===== src/rtl/dmem_arbiter.sv =====
// Round-robin arbiter sharing one single-port data memory between the MEM stage
// (port 0) and the debug/DMA loader (port 1), with configurable wait states.
module dmem_arbiter #(
  parameter int unsigned WAIT_STATES = 1,
  parameter int unsigned DEPTH_WORDS = 256
) (
  input  logic        clk,
  input  logic        rst_n,
  input  logic        req0_valid,
  input  logic        req0_we,
  input  logic [31:0] req0_addr,
  input  logic [31:0] req0_wdata,
  output logic        req0_ready,
  output logic        rsp0_valid,
  output logic        rsp0_err,
  output logic [31:0] rsp0_rdata,
  input  logic        req1_valid,
  input  logic        req1_we,
  input  logic [31:0] req1_addr,
  input  logic [31:0] req1_wdata,
  output logic        req1_ready,
  output logic        rsp1_valid,
  output logic        rsp1_err,
  output logic [31:0] rsp1_rdata,
  output logic        mem_read_o,
  output logic        mem_write_o,
  output logic [31:0] mem_addr_o,
  output logic [31:0] mem_wdata_o,
  input  logic [31:0] mem_rdata_i,
  output logic        busy_o
);

  typedef enum logic [1:0] {ST_IDLE, ST_WAIT, ST_ACCESS, ST_RESP} state_t;

  localparam logic [3:0]  CNT_LOAD  = (WAIT_STATES == 0) ? 4'd0 : 4'(WAIT_STATES - 1);
  localparam logic [29:0] DEPTH_IDX = 30'(DEPTH_WORDS);

  state_t      state_reg, state_next;
  logic [3:0]  cnt_reg, cnt_next;
  logic        ptr_reg, owner_reg, we_reg, err_reg;
  logic [31:0] addr_reg, wdata_reg, rdata0_reg, rdata1_reg;

  logic        any_valid, grant, handshake, req_bad;
  logic [31:0] sel_addr;

  assign any_valid = req0_valid | req1_valid;
  // With a single requester it wins outright; the pointer only breaks ties.
  assign grant     = (req0_valid & req1_valid) ? ptr_reg : req1_valid;
  assign handshake = (state_reg == ST_IDLE) & any_valid;
  assign sel_addr  = grant ? req1_addr : req0_addr;
  assign req_bad   = (sel_addr[1:0] != 2'b00) || (sel_addr[31:2] >= DEPTH_IDX);

  always_comb begin
    state_next = state_reg;
    cnt_next   = cnt_reg;
    case (state_reg)
      ST_IDLE: begin
        if (any_valid) begin
          if (req_bad) begin
            state_next = ST_RESP;
          end else if (WAIT_STATES == 0) begin
            state_next = ST_ACCESS;
          end else begin
            state_next = ST_WAIT;
            cnt_next   = CNT_LOAD;
          end
        end
      end
      ST_WAIT: begin
        if (cnt_reg == 4'd0) begin
          state_next = ST_ACCESS;
        end else begin
          cnt_next = cnt_reg - 4'd1;
        end
      end
      ST_ACCESS: state_next = ST_RESP;
      ST_RESP:   state_next = ST_IDLE;
      default:   state_next = ST_IDLE;
    endcase
  end

  always_ff @(posedge clk or negedge rst_n) begin
    if (!rst_n) begin
      state_reg  <= ST_IDLE;
      cnt_reg    <= 4'd0;
      ptr_reg    <= 1'b0;
      owner_reg  <= 1'b0;
      we_reg     <= 1'b0;
      err_reg    <= 1'b0;
      addr_reg   <= 32'd0;
      wdata_reg  <= 32'd0;
      rdata0_reg <= 32'd0;
      rdata1_reg <= 32'd0;
    end else begin
      state_reg <= state_next;
      cnt_reg   <= cnt_next;
      if (handshake) begin
        we_reg    <= grant ? req1_we : req0_we;
        addr_reg  <= sel_addr;
        wdata_reg <= grant ? req1_wdata : req0_wdata;
        owner_reg <= grant;
        err_reg   <= req_bad;
        ptr_reg   <= ~grant;
      end
      if ((state_reg == ST_ACCESS) && !we_reg) begin
        if (owner_reg) rdata1_reg <= mem_rdata_i;
        else           rdata0_reg <= mem_rdata_i;
      end
    end
  end

  assign req0_ready  = handshake & ~grant;
  assign req1_ready  = handshake & grant;

  assign mem_read_o  = (state_reg == ST_ACCESS) & ~we_reg;
  assign mem_write_o = (state_reg == ST_ACCESS) & we_reg;
  assign mem_addr_o  = addr_reg;
  assign mem_wdata_o = wdata_reg;
  assign busy_o      = (state_reg != ST_IDLE);

  // Error responses show zero data without disturbing the held read value.
  assign rsp0_valid  = (state_reg == ST_RESP) & ~owner_reg;
  assign rsp1_valid  = (state_reg == ST_RESP) & owner_reg;
  assign rsp0_err    = rsp0_valid & err_reg;
  assign rsp1_err    = rsp1_valid & err_reg;
  assign rsp0_rdata  = rsp0_err ? 32'd0 : rdata0_reg;
  assign rsp1_rdata  = rsp1_err ? 32'd0 : rdata1_reg;

endmodule


===== config.mk =====
export PLATFORM = sky130hd
export DESIGN_NAME = dmem_arbiter
export DESIGN_NICKNAME = d
export VERILOG_FILES = /design/src/rtl/dmem_arbiter.sv
export SDC_FILE = /design/constraint.sdc
export NUM_CORES = 1
export LEC_CHECK = 0
export ABC_AREA = 1
export CORE_MARGIN = 4
export CORE_UTILIZATION = 47
export DETAILED_ROUTE_END_ITERATION = 16
export DONT_BUFFER_PORTS = 1
export GPL_TIMING_DRIVEN = 1
export PLACE_DENSITY = 0.68
export SYNTH_ARGS = -nofsm -noshare
export SYNTH_HDL_FRONTEND = slang
export SYNTH_SLANG_ARGS = --single-unit
export TNS_END_PERCENT = 30

===== constraint.sdc =====
create_clock -name clk -period 1.63 [get_ports clk]
set_input_delay 0.163 -clock clk [delete_from_list [all_inputs] [get_ports clk]]
set_output_delay 0.163 -clock clk [all_outputs]
set_load 0.005 [all_outputs]

==> Word level (Yosys, flattened, before mapping) <==
Cells that the tools add are included.
{ "op_classes": {"bitwise_logic": 14, "eq_ne": 7, "magnitude_cmp": 1, "muxes": 14, "reduce_logical": 12, "add_sub_neg": 1} }
{ "op_table": {"columns": ["cell", "count"], "rows": [
  ["32-bit two-way mux", 4],
  ["30-bit by 9-bit greater-or-equal comparator with 1-bit output, second input constant", 1],
  ["4-bit two-way mux", 3],
  ["1-bit AND", 10],
  ["2-bit != test, second input constant", 4],
  ["2-bit case mux with 4 select lines", 1],
  ["4-bit case mux with 2 select lines", 1],
  ["2-bit two-way mux", 3],
  ["2-bit AND reduction", 3],
  ["2-bit nonzero test", 3],
  ["2-bit == test, second input constant", 2],
  ["4-bit zero test", 1],
  ["4-bit AND reduction", 1],
  ["4-bit by 1-bit subtractor with 4-bit output, second input constant", 1],
  ["1-bit inverter", 3],
  ["2-bit by 1-bit == test with 1-bit output, second input constant", 1],
  ["2-bit zero test", 1],
  ["1-bit two-way mux", 2],
  ["1-bit logical AND", 1],
  ["1-bit zero test", 1],
  ["1-bit logical OR", 1],
  ["1-bit bitwise OR", 1]
]} }
{ "totals": {"inputBits": 166, "elab_cells": 59, "out_inout_bits": 137, "reg_bits": 138} }

==> Depth between registers and ports, before layout <==
Gate-level depths: netlist of run 1.
{ "depth": {"ltp_word": 8, "depth_mapped": 14, "ltp_nobuf": 13} }

==> Worst setup path before layout of run 1 <==
No wires, ideal clock.
{ "synth_timing": {"path_kind": "reg-to-reg", "from": "register state_reg[0]", "to": "register addr_reg[21], in the netlist mem_addr_o[21]", "t_required_ns": 1.501, "period_less_slack_ns": 1.732, "path_stages_with_launch": 8, "arrival_time_ns": 1.603, "path_slack_ns": -0.102, "setup_time_ns": 0.129, "cell_sequence": "dfrtp_1 > inv_1 > ha_1 > inv_2 > a21oi_2 > clkbuf_1 > buf_2 > a31oi_1"} }
{ "synth_between": {"elab_chain_len": 2} }
{ "synth_lines": {"columns": ["element", "line_no", "text"], "rows": [
  ["from (decl)", "38", "state_t state_reg, state_next;"],
  ["from (signal assigned)", "95", "state_reg <= state_next;"],
  ["2-bit zero test", "49", "assign handshake = (state_reg == ST_IDLE) & any_valid;"],
  ["1-bit AND", "49", null],
  ["to (signal assigned)", "99", "addr_reg <= sel_addr;"],
  ["to (decl)", "41", "logic [31:0] addr_reg, wdata_reg, rdata0_reg, rdata1_reg;"]
]} }
Every way passes these cells.
A chain may end at the register's enable or synchronous reset.

==> Final worst setup path of run 1 <==
{ "layout_timing": {"from": "register ptr_reg", "to": "register cnt_reg[0]"} }
{ "layout_between": {"elab_chain_len": 6} }
{ "layout_lines": {"columns": ["element", "line_no", "text"], "rows": [
  ["from (decl)", "40", "logic ptr_reg, owner_reg, we_reg, err_reg;"],
  ["from (signal assigned)", "103", "ptr_reg <= ~grant;"],
  ["1-bit two-way mux (*)", "48", "assign grant = (req0_valid & req1_valid) ? ptr_reg : req1_valid;"],
  ["32-bit two-way mux (*)", "50", "assign sel_addr = grant ? req1_addr : req0_addr;"],
  ["30-bit by 9-bit greater-or-equal comparator with 1-bit output or 2-bit nonzero test (tied branches)", "51", "assign req_bad = (sel_addr[1:0] != 2'b00) || (sel_addr[31:2] >= DEPTH_IDX);"],
  ["1-bit logical OR (*)", "51", null],
  ["2-bit != test (no source line) (*)", null, null],
  ["4-bit AND reduction (no source line) (*)", null, null],
  ["to (signal assigned)", "96", "cnt_reg <= cnt_next;"],
  ["to (decl)", "39", "logic [3:0] cnt_reg, cnt_next;"]
]} }
Mark *: on every way between the ends. The rest lies on a longest branch, timed or not.

==> results of run 1 <==
[layout make-up]
cell class	instances	area, µm²
Inverter	116	440
Timing Repair Buffer	232	2540
Multi-Input combinational cell	553	3050
Clock buffer	25	505
Tap cell	176	220
Clock inverter	6	110
Fill cell	850	3130
Sequential cell	138	3450
Antenna cell	2	5.00
[cell usage in the layout (no fill, tap or decap), drive strengths merged, types with 2 or more instances in the layout]
cell and n:
inv 116, a21oi 4, dlymetal6s4s 2, dlygate4sd3 167, buf 58, o21ai 67
diode 2, ha 6, nand2 320, clkbuf 30, nor2 59, o21bai 2
dfrtp 138, clkinvlp 2, a31oi 33, bufinv 3, nand3 58
[cell usage after synthesis (2+ instances only)]
cell,count
sky130_fd_sc_hd__nand3_1,47
sky130_fd_sc_hd__nand2_4,2
sky130_fd_sc_hd__buf_2,14
sky130_fd_sc_hd__o21bai_1,2
sky130_fd_sc_hd__clkbuf_1,26
sky130_fd_sc_hd__inv_1,113
sky130_fd_sc_hd__buf_6,2
sky130_fd_sc_hd__a21oi_1,2
sky130_fd_sc_hd__nand2_1,316
sky130_fd_sc_hd__a21oi_2,2
sky130_fd_sc_hd__a31oi_1,33
sky130_fd_sc_hd__inv_2,3
sky130_fd_sc_hd__nand2_2,2
sky130_fd_sc_hd__o21ai_0,66
sky130_fd_sc_hd__ha_1,6
sky130_fd_sc_hd__dfrtp_1,138
sky130_fd_sc_hd__nand3_2,11
sky130_fd_sc_hd__nor2_1,58
[worst max path at each step]
stage,to,slack [ps],depth (start not counted)
6_report,cnt_reg[0]$_DFFE_PN0P_,-220,14
5_1_grt,cnt_reg[3]$_DFFE_PN0P_,-340,14
4_1_cts,rsp0_rdata[0],-200,7
3_5_place_dp,cnt_reg[0]$_DFFE_PN0P_,-100,14
3_3_place_gp,cnt_reg[1]$_DFFE_PN0P_,-90,12
2_1_floorplan,mem_addr_o[21]$_DFFE_PN0P_,40,7
[power groups by stage]
stage | registers (mW) | logic (mW) | clock network [mW]
finish | 6.65 | 7.88 | 4.05
global route | 6.81 | 8.66 | 4.23
CTS | 6.41 | 6.47 | 4.08
detailed placement | 6.39 | 5.57 | 0
global placement | 6.41 | 5.41 | 0
floorplan | 6.04 | 4.10 | 0
[metal layers]
| layer | global-route usage, % | vias up |
|---|---|---|
| met2 | 46.5 | 470 |
| met3 | 9.02 | 138 |
| met4 | 15.8 | 0 |
| met1 | 32.5 | 3238 |
| met5 | 0 | - |
| li1 | - | 3056 |
[logic make-up (layout without fill, tap and decap cells)]
logic type / Yosys count / in the layout / share of synthesized area (%)
and+or+nand+nor: 438 / 438 / 27.4
buffers and inverters: 158 / 379 / 9.54
DFF: 138 / 138 / 52.7
AOI/OAI and AO/OA: 107 / 107 / 9.02
adders and majority gates: 6 / 6 / 1.14
xor gates and xnor gates: 2 / 2 / 0.267
other: 0 / 2 / 0
[timing repair]
action / 4_1_cts / 5_1_grt
pin swaps: 6 / 17
gates resized for setup: 26 / 176
hold endpoints to repair: 267 / 138
gates cloned: 5 / 5
endpoints found under the setup margin: 99 / 189
setup buffers: 10 / 5
==> results, run 1 <==
- The flow ran to the end, but the final reports show violations.
- The checks that failed: negative hold slack, negative setup slack.
- The post-detailed-route DRC marker count is 0.
- Summed over all failing endpoints, the final setup total negative slack is -14160 ps.
- Prior to clock tree synthesis, the placed netlist has a worst setup slack of -104 ps.
- The die outline width is 126 µm.
- The number of failing hold endpoints at the final stage is 138.
- The standard cell core area is 13500 µm².
- The detailed-placement wirelength estimate is 12500 µm.
- The top metal layer carrying routed signals is met4.
- The minimum setup slack in the final design is -223 ps.
- Across the routed clock network, the largest skew measured is 12.1 ps.
- The number of nets with antenna violations after detailed routing is 0.
- For flop-to-flop paths, the worst setup slack is -220 ps.
- In this design, the critical path's most frequently occurring cell is sky130_fd_sc_hd__nand2_1.
- The worst path uses 114% of the clock period.
- Sequential cells account for 35.8% of the total power.
- The overall die area is 15900 µm².
- The max-slew violation total from the final report is 0.
- Setup violations remaining at the end of the flow were counted as 127.
- Summed over all nets, wire length on met2 after detailed routing comes to 12300 µm.
- The number of DRC markers in iteration 0 is 553.
- Setup repair after global routing could not meet its margin everywhere.
- The floorplan row count is 42.
- Summing internal, switching and leakage power gives 18.6 mW.
- The netlist area before placement is 6560 µm².
- The slowest stage of the critical path is the sky130_fd_sc_hd__dfrtp_1 cell.
- Measured along the y axis, the die boundary spans 126 µm.
- The layout-stage area growth over the synthesis result is 57.4%.
- The internal power of the cells totals 11.2 mW.
- The effective utilization at floorplan is 48.8%.
- The depth of the worst register-to-register path is 14.
- The via count of the first global-routing pass is 6899.
- The fraction of final layout cells with drive strength greater than 1 is 22.9%.
- The fraction of synthesis flops using an asynchronous set or reset pin is 100%.
- The buffer depth of the longest clock path is 2.
- The largest net degree at the start of global routing is 139.
- The combinational fraction of design power is 42.4%.
- The synthesized design spends more area on one cell type than any other, namely sky130_fd_sc_hd__dfrtp_1.
- The leakage power is 5.32 nW.
- The kind of start point of the critical path is a flip-flop.
- The first global-routing pass estimated 35900 µm of wire.
- The clock-pin slew of the registers on the worst-case setup and hold paths is 60 ps.
- The number of antenna violations at the first check in global routing is 2.
- The final non-filler cell total is 1248.
- The final design utilization is 76.7%.
- The path class of the tightest hold or removal check is input port to async pin.
- Clock latency on the worst-skew pair, taken at its later pin, is 420 ps.
- The number of violations of the max-capacitance limit is 0.
- The final routed wirelength across all metal layers is 25200 µm.
- In this run the critical register-to-register path is captured at cnt_reg[0]$_DFFE_PN0P_.
- The overall track demand over capacity in global routing is 28.2%.
- Data on the critical path is required at its endpoint by 1940 ps.
- In this run the power density over the cells is 1800 nW/µm².
- On the critical path the largest part of the delay comes from simple AND/OR/NAND/NOR gates.
- Once placement finished, the instance area stood at 7030 µm².
- The final-stage net count is 1230.
- The most critical setup path has its startpoint at ptr_reg$_DFFE_PN0P_.
- In this run switching power makes up 39.7% of total power.
- During I/O placement, the number of pins put on the boundary was 303.
- The number of buffers and inverters on the critical path is 3.
- Counting the buffers created by CTS gives 17.
- The worst flop-to-flop path startpoint is ptr_reg$_DFFE_PN0P_.
- Static timing analysis puts the maximum clock frequency at 540 MHz.
- The critical-path maximum fanout is 6.
- The switching power of the nets is 7.38 mW.
- The part of the total power dissipated in the clock network is 21.8%.
- The critical path arrival is 2170 ps.
- Summed over all nets, wire length on met3 after detailed routing comes to 2400 µm.
- Ranked by total cell area, the synthesized netlist is headed by sky130_fd_sc_hd__dfrtp_1 (53%), sky130_fd_sc_hd__nand2_1 (18%), sky130_fd_sc_hd__inv_1 (6.5%).
- For this run, the leading register cell type out of synthesis is sky130_fd_sc_hd__dfrtp_1.
- For this run the aggregate overflow at the end of global routing stands at 0.
- The clock tree from TritonCTS is done.
- The total of hold buffers inserted after clock tree synthesis is 169.
- Sequential cells were found to cover 52.7% of the synthesized design area.
- The maximum vdd ir drop is 0.979 mV.
- The number of search-and-repair iterations in the first detailed-routing pass is 5.
- Synthesis produced a netlist with a net count of 1021.
- For the pin with the worst max-slew slack, the measured transition is 516 ps.
- The worst setup path is captured at a flip-flop.
- The final design instance area without fill is 10300 µm².
- The number of enable-type register cells in the synthesized netlist is 0.
- The count of synthesis-stage warnings from yosys is 0.
- After synthesis the netlist holds a flip-flop and latch count of 138.
- The count of input and output buffers is 0.
- Traced cell by cell, the critical path runs through inv_2 > buf_6 > a21oi_4 > buf_6 > nand2_2 > nand2_1 > nor2_1 > nand2_1 > nor2_2 > nand3_2 > nand2_4 > nand2_4 > nand2_1 > nand2_1.
- Counting tap cells, the placed design contains a total of 1022 instances.
- The detailed router placed 6902 vias in this run.
- The H-tree depth is 4.
- The area share of the largest cell type after synthesis is 52.7%.
- Hold timing on the final database bottoms out at a slack of -560 ps.
- Headroom to the max-slew limit came out at 65.3%.
- The cell at the root of the clock tree is sky130_fd_sc_hd__clkbuf_16.
- In the routed layout, each cell is associated on average with a via count of 5.53.
- The delay contributed by the slowest stage of the critical path is 380 ps.
- The synthesized area per cell is 7.73 µm².
- The worst setup path is of the flip-flop to flip-flop kind.
- Routability-driven placement finished with a final weighted congestion of 0.843.
- Synthesis produced a netlist whose cell count is 849.
- The worst path in the final design needs a cycle of 1850 ps, including I/O delays and setup.
- The average routed wire per standard cell is 20.2 µm.
- The netlist uses 24 different library cells.
- The wire length on met1 is 8900 µm.
- The number of sinks on the clock net is 138.
(Power assumes the default switching activity.)
==> inputs of run 2 (changes only) <==
--- a/config.mk
+++ b/config.mk
@@ -6,12 +6,14 @@
 export NUM_CORES = 1
 export LEC_CHECK = 0
 export ABC_AREA = 1
+export CAP_MARGIN = 20
 export CORE_MARGIN = 4
 export CORE_UTILIZATION = 47
 export DETAILED_ROUTE_END_ITERATION = 16
 export DONT_BUFFER_PORTS = 1
 export GPL_TIMING_DRIVEN = 1
 export PLACE_DENSITY = 0.68
+export REMOVE_ABC_BUFFERS = 1
 export SYNTH_ARGS = -nofsm -noshare
 export SYNTH_HDL_FRONTEND = slang
 export SYNTH_SLANG_ARGS = --single-unit
==> results, run 2 (synthesis results as in run 1) <==
- The vias per cell is 5.52.
- The final reports fail on negative hold slack, negative setup slack.
- Total power for the finished layout comes to 18.2 mW.
- The critical path class is flip-flop to primary output.
- The number of antenna violations at the first check in global routing was 0.
- The number of DRC markers in iteration 0 is 464.
- Counting stages on the worst path, the most repeated cell is sky130_fd_sc_hd__inv_1.
- The cell at the root of the clock tree is sky130_fd_sc_hd__clkbuf_16.
- The flow ran to the end, but the final reports show violations.
- For the worst setup path, the data required time is 1470 ps.
- The buffer depth of the longest clock path is 2.
- The floorplan row count is 42.
- The final routed wirelength across all metal layers is 24600 µm.
- The setup slack on the worst flop-to-flop path is -230 ps.
- Final hold analysis gives a worst-case slack of -566 ps.
- The switching fraction of total power is 40.5%.
- STA classifies the critical path startpoint as a flip-flop.
- Grouping stages by cell kind, the critical path spends the most delay in buffers and inverters.
- The fraction of final layout cells with drive strength greater than 1 is 22.7%.
- Entering global routing, the biggest net connects 139 pins.
- On the final layout, the worst clock skew is 8.99 ps.
- The detailed-route via count is 6863.
- The layout-stage area growth over the synthesis result is 54.6%.
- The class of the most critical hold timing path is input port to async pin.
- In this run the count of I/O pins placed on the die edge is 303.
- The floorplan step set the die height to 126 µm.
- Setup slack on the critical path of the routed design comes to -237 ps.
- The via count of the first global-routing pass was 6937.
- The pre-CTS setup slack is -93.0 ps.
- After detailed routing, the average wire length per cell comes to 19.8 µm.
- The detailed-placement wirelength estimate is 12300 µm.
- Across the VDD grid, the largest voltage drop is 1.00 mV.
- The sequential power share is 37.0%.
- The die covers 15900 µm².
- Measured against its own limit, the worst slew margin works out to 70.9%.
- The total setup violations reported at the end of the flow is 121.
- The kind of end point of the critical path is a primary output.
- At the pin with the least slew margin, the transition time is 435 ps.
- The final total negative setup slack is -15900 ps.
- The first global-routing pass estimated 35900 µm of wire.
- The floorplan step defined a core boundary enclosing 13500 µm².
- The leakage power is 5.09 nW.
- The internal portion of the total power is 10.8 mW.
- The critical-path maximum fanout is 12.
- The combinational fraction of design power is 42.0%.
- The critical path's slowest cell is sky130_fd_sc_hd__dfrtp_1.
- The number of failing hold endpoints at the final stage is 138.
- STA puts the critical path data arrival time at 1700 ps.
- The total of hold buffers inserted after clock tree synthesis is 165.
- Traced cell by cell, the critical path runs through buf_6 > ha_4 > inv_1 > nor2_4 > nand2_4 > buf_12 > nand2_1 > inv_1.
- The number of buffers and inverters on the critical path is 4.
- The count of input and output buffers is 0.
- The end of the worst register-to-register path is cnt_reg[1]$_DFFE_PN0P_.
- The library cells used most frequently in the layout, excluding fill and tap cells, are sky130_fd_sc_hd__nand2_1 (250), sky130_fd_sc_hd__dlygate4sd3_1 (165), sky130_fd_sc_hd__dfrtp_1 (137).
- 0 antenna diodes ended up in the layout.
- The delay contributed by the slowest stage of the critical path is 390 ps.
- Setup repair after global routing could not meet its margin everywhere.
- The depth of the worst register-to-register path is 14.
- The max-slew violation total from the final report came to 0.
- The final-stage net count is 1228.
- In this run the power spent charging and discharging nets is 7.38 mW.
- After filler insertion, the fill cell instance count of the layout stands at 834.
- The number of sinks on the clock net is 138.
- The post-detailed-route DRC marker count is 0.
- The library cell used most frequently in the layout, excluding fill and tap cells, is sky130_fd_sc_hd__nand2_1.
- After clock tree synthesis, the clock-pin slew on the worst setup and hold paths is 60 ps.
- Counting the buffers created by CTS gives 17.
- The final design utilization is 75.4%.
- The overall track demand over capacity in global routing is 28.3%.
- The H-tree depth is 4.
- The die is 126 µm wide.
- The global route total overflow is 0.
- The routability-driven placement congestion ratio is 0.806.
- Max-cap violations in this run came to 0.
- Per report_power, the clock group accounts for 21.0% of the total.
- Once the floorplan was initialized, standard cells occupied 48.8% of the core.
- Derived from the worst setup path, the maximum achievable clock frequency is 536 MHz.
- The clock tree from TritonCTS is done.
- In this run the critical register-to-register path is launched from ptr_reg$_DFFE_PN0P_.
- The share of the clock period used by the worst path is 115%.
- The power density over the cells is 1800 nW/µm².
- The shortest period the worst path allows is 1870 ps.
- The clock insertion delay at the later pin of the skew report is 420 ps.
- The number of nets with antenna violations after detailed routing is 0.
- The first detailed-routing pass ran for 6 iterations.
-- run 2: power by group through the flow --
| stage | Combinational (mW) | Sequential, mW | Clock [mW] |
|---|---|---|---|
| finish | 7.66 | 6.74 | 3.83 |
| global route | 8.46 | 6.90 | 4.04 |
| CTS | 6.78 | 6.54 | 3.86 |
| detailed placement | 5.55 | 6.43 | 0 |
| global placement | 5.42 | 6.41 | 0 |
| floorplan | 3.89 | 6.05 | 0 |
-- run 2: repair_timing --
item	CTS	global route
cloned	7	3
pin swaps	7	11
hold endpoints to repair	267	138
resized for setup	95	113
endpoints found under the setup margin	77	202
setup buffers	9	5
-- run 2: worst max path at each step --
stage | start | endpoint | slack [ps] | depth (start not counted)
5_1_grt | ptr_reg$_DFFE_PN0P_ | cnt_reg[3]$_DFFE_PN0P_ | -310 | 14
6_report | state_reg[1]$_DFFE_PN0P_ | rsp0_rdata[18] | -240 | 8
2_1_floorplan | state_reg[0]$_DFFE_PN0P_ | ptr_reg$_DFFE_PN0P_ | -2300 | 7
4_1_cts | state_reg[1]$_DFFE_PN0P_ | rsp0_rdata[6] | -200 | 8
3_3_place_gp | ptr_reg$_DFFE_PN0P_ | cnt_reg[3]$_DFFE_PN0P_ | -50 | 14
3_5_place_dp | ptr_reg$_DFFE_PN0P_ | cnt_reg[2]$_DFFE_PN0P_ | -90 | 14
-- run 2: cell type report --
type | instances | area (µm²) | share of cell area (%)
timing repair buffer | 230 | 2480 | 24.4
tap | 176 | 220 | 2.17
multi-input combinational | 553 | 2970 | 29.2
inverter | 116 | 443 | 4.37
clock buffer | 23 | 488 | 4.81
sequential | 138 | 3450 | 34.1
clock inverter | 8 | 92.6 | 0.913
-- run 2: per-layer routing --
| layer | track usage (%) | vias up | wire length [µm] |
|---|---|---|---|
| li1 | - | 3054 | - |
| met1 | 33.5 | 3190 | 8850 |
| met4 | 15.8 | 0 | 1470 |
| met5 | 0 | - | 0 |
| met3 | 7.37 | 120 | 2230 |
| met2 | 47.0 | 499 | 12000 |
-- run 2: per-stage QoR --
stage	cells	cell area, µm²
floorplan	807	6370
global placement	1025	7030
detailed placement	1025	7030
CTS	1237	9760
global route	1244	10100
finish	1244	10100
==> inputs of run 3 (changes only) <==
--- a/config.mk
+++ b/config.mk
@@ -7,6 +7,7 @@
 export LEC_CHECK = 0
 export ABC_AREA = 1
 export CAP_MARGIN = 20
+export CORE_ASPECT_RATIO = 1.75
 export CORE_MARGIN = 4
 export CORE_UTILIZATION = 47
 export DETAILED_ROUTE_END_ITERATION = 16
==> results, run 3 (synthesis results as in run 1) <==
- Once the floorplan was initialized, standard cells occupied 48.5% of the core.
- The vias per cell is 5.52.
- The number of violations of the max-capacitance limit is 0.
- The maximum vdd ir drop is 1.36 mV.
- Counting the buffers created by CTS gives 17.
- The detailed router finished its first iteration with 484 violations.
- The critical path class is flip-flop to flip-flop.
- The overall track demand over capacity in global routing is 28.1%.
- The detailed-route via count is 6864.
- The floorplan row count is 56.
- The power density over the cells is 1800 nW/µm².
- The register area is 3450 µm².
- The final worst hold slack is -556 ps.
- The via count of the first global-routing pass is 6999.
- The flow ran to the end, but the final reports show violations.
- Headroom to the max-slew limit came out at 76.2%.
- TritonCTS built the clock tree.
- The global route total overflow is 0.
- For the final database, setup skew stands at 14.6 ps.
- Clock-pin slew was measured on the worst setup and hold paths at 60 ps.
- The number of antenna violations at the first check in global routing is 2.
- The number of sinks on the clock net is 138.
- The number of placed cells counting well taps is 1018.
- The tree is rooted in a sky130_fd_sc_hd__clkbuf_16.
- The critical-path maximum fanout is 12.
- Setup repair after global routing could not meet its margin everywhere.
- The H-tree depth is 4.
- Once layout is complete, the cells apart from fillers number 1243.
- The buffer depth of the longest clock path is 2.
- The top achievable clock speed is 506 MHz.
- The number of search-and-repair iterations in the first detailed-routing pass is 5.
- The die outline width is 97.3 µm.
- The total setup violations reported at the end of the flow is 99.
- The pre-CTS setup slack is -80.9 ps.
- The clock insertion delay at the later pin of the skew report is 420 ps.
- The largest net degree at the start of global routing is 139.
- The worst hold path belongs to the class input port to async pin.
- The overall power of the completed layout is 18.2 mW.
- The multi-input combinational cells in the finished layout cover a total of 2930 µm².
- Summed over all nets, the half-perimeter wirelength after detailed placement is 12400 µm.
- The y dimension of the die is 164 µm.
- Data on the critical path arrives at its endpoint at 2270 ps.
- The global-route wire length before repair is 35700 µm.
- The most common cell after layout, fill and taps aside is sky130_fd_sc_hd__nand2_1.
- Cells fill 74.7% of the core in the end.
- Dividing the final minimum period by the clock period gives 121%.
- The kind of start point of the critical path is a flip-flop.
- The final routed wirelength across all metal layers is 25400 µm.
- The checks that failed: negative hold slack, negative setup slack.
- STA classifies the critical path endpoint as a flip-flop.
- The filler cell count in the final layout is 831.
- The area growth from synthesis to layout is 53.9%.
- At the pin with the least slew margin, the transition time is 357 ps.
- The max-slew violation total from the final report came to 0.
- At the end of routability-driven placement, the weighted congestion stood at 0.839.
- The net count of the finished layout is 1226.
- Data on the critical path is required at its endpoint by 1920 ps.
- The number of failing hold endpoints at the final stage is 138.
- Leaving out fill and tap cells, the most frequent cells in the layout are sky130_fd_sc_hd__nand2_1 (230), sky130_fd_sc_hd__dlygate4sd3_1 (169), sky130_fd_sc_hd__dfrtp_1 (138).
- In this run the count of I/O pins placed on the die edge is 303.
- The overall die area is 16000 µm².
- For this run, design rule violations remaining after detail routing come to 0.
- The average routed wire per standard cell is 20.4 µm.
- Once detail routing completed, the nets flagged for antenna violations numbered 0.
- The shortest period the worst path allows is 1980 ps.
- The leakage power is 5.02 nW.
- The standard cell core area is 13500 µm².
- The count of input and output buffers is 0.
- Across all setup checks in the final design, the least slack found is -348 ps.
- In the final layout, the share of cells above drive strength 1 is 24.5%.
==> run 3: layout make-up <==
class	count	area share (%)
Clock inverter	12	1.40
Sequential cell	138	34.2
Inverter	116	4.39
Tap cell	174	2.16
Antenna cell	2	0.0496
Timing Repair Buffer	228	24.3
Multi-Input combinational cell	553	29.1
Clock buffer	20	4.42
==> run 3: metrics by stage <==
stage / cell area (µm²) / TNS, ps / hold slack [ps]
floorplan: 6370 / -138790 / -133
global placement: 7020 / -87.0 / -129
detailed placement: 7020 / -409 / -129
CTS: 9620 / -16030 / -570
global route: 10100 / -22080 / -578
finish: 10100 / -14190 / -556
==> run 3: routing by layer <==
metal	share of wire (%)	global-route usage, %	vias to the layer above	wire length [µm]
li1	-	-	3039	-
met1	33	30.5	3241	8390
met2	52	50.2	455	13200
met3	8.6	7.14	129	2170
met4	6.3	14.9	0	1600
met5	0	0	-	0
==> run 3: timing repair <==
action / in CTS / in global routing
hold buffers: 168 / 1
cloned: 4 / 7
resized for setup: 52 / 150
pin swaps: 5 / 27
endpoints found under the setup margin: 117 / 126
buffers inserted: 10 / 6
hold endpoints to repair: 265 / 139
==> run 3: final timing paths <==
kind | startpoint | end | slack, ps | cells after the start
max | ptr_reg$_DFFE_PN0P_ | cnt_reg[1]$_DFFE_PN0P_ | -350 | 14
max in group asynchronous | rst_n | mem_wdata_o[9]$_DFFE_PN0P_ | 2020 | 0
min in group clk | req1_addr[29] | mem_addr_o[29]$_DFFE_PN0P_ | 0 | 3
min | rst_n | rdata0_reg[17]$_DFFE_PN0P_ | -560 | 0
max reg2reg | ptr_reg$_DFFE_PN0P_ | cnt_reg[1]$_DFFE_PN0P_ | -350 | 14
min reg2reg | rdata1_reg[12]$_DFFE_PN0P_ | rdata1_reg[12]$_DFFE_PN0P_ | 490 | 2
==> run 3: power breakdown <==
part / internal (mW) / switching [mW]
Sequential: 5.17 / 1.51
Clock: 2.31 / 1.53
Combinational: 3.27 / 4.42
==> run 3: critical path, cell delays in order (launching register included) <==
cell and delay, ps:
sky130_fd_sc_hd__dfrtp_1 340, sky130_fd_sc_hd__inv_2 60, sky130_fd_sc_hd__nand2_4 130, sky130_fd_sc_hd__nand2_8 80, sky130_fd_sc_hd__buf_8 150, sky130_fd_sc_hd__nand2_1 120
sky130_fd_sc_hd__nand2_1 80, sky130_fd_sc_hd__nor2_1 130, sky130_fd_sc_hd__nand2_1 90, sky130_fd_sc_hd__nor2_1 180, sky130_fd_sc_hd__nand3_2 130, sky130_fd_sc_hd__nand2_4 130
sky130_fd_sc_hd__nand2_4 80, sky130_fd_sc_hd__nand2_2 80, sky130_fd_sc_hd__nand2_1 60
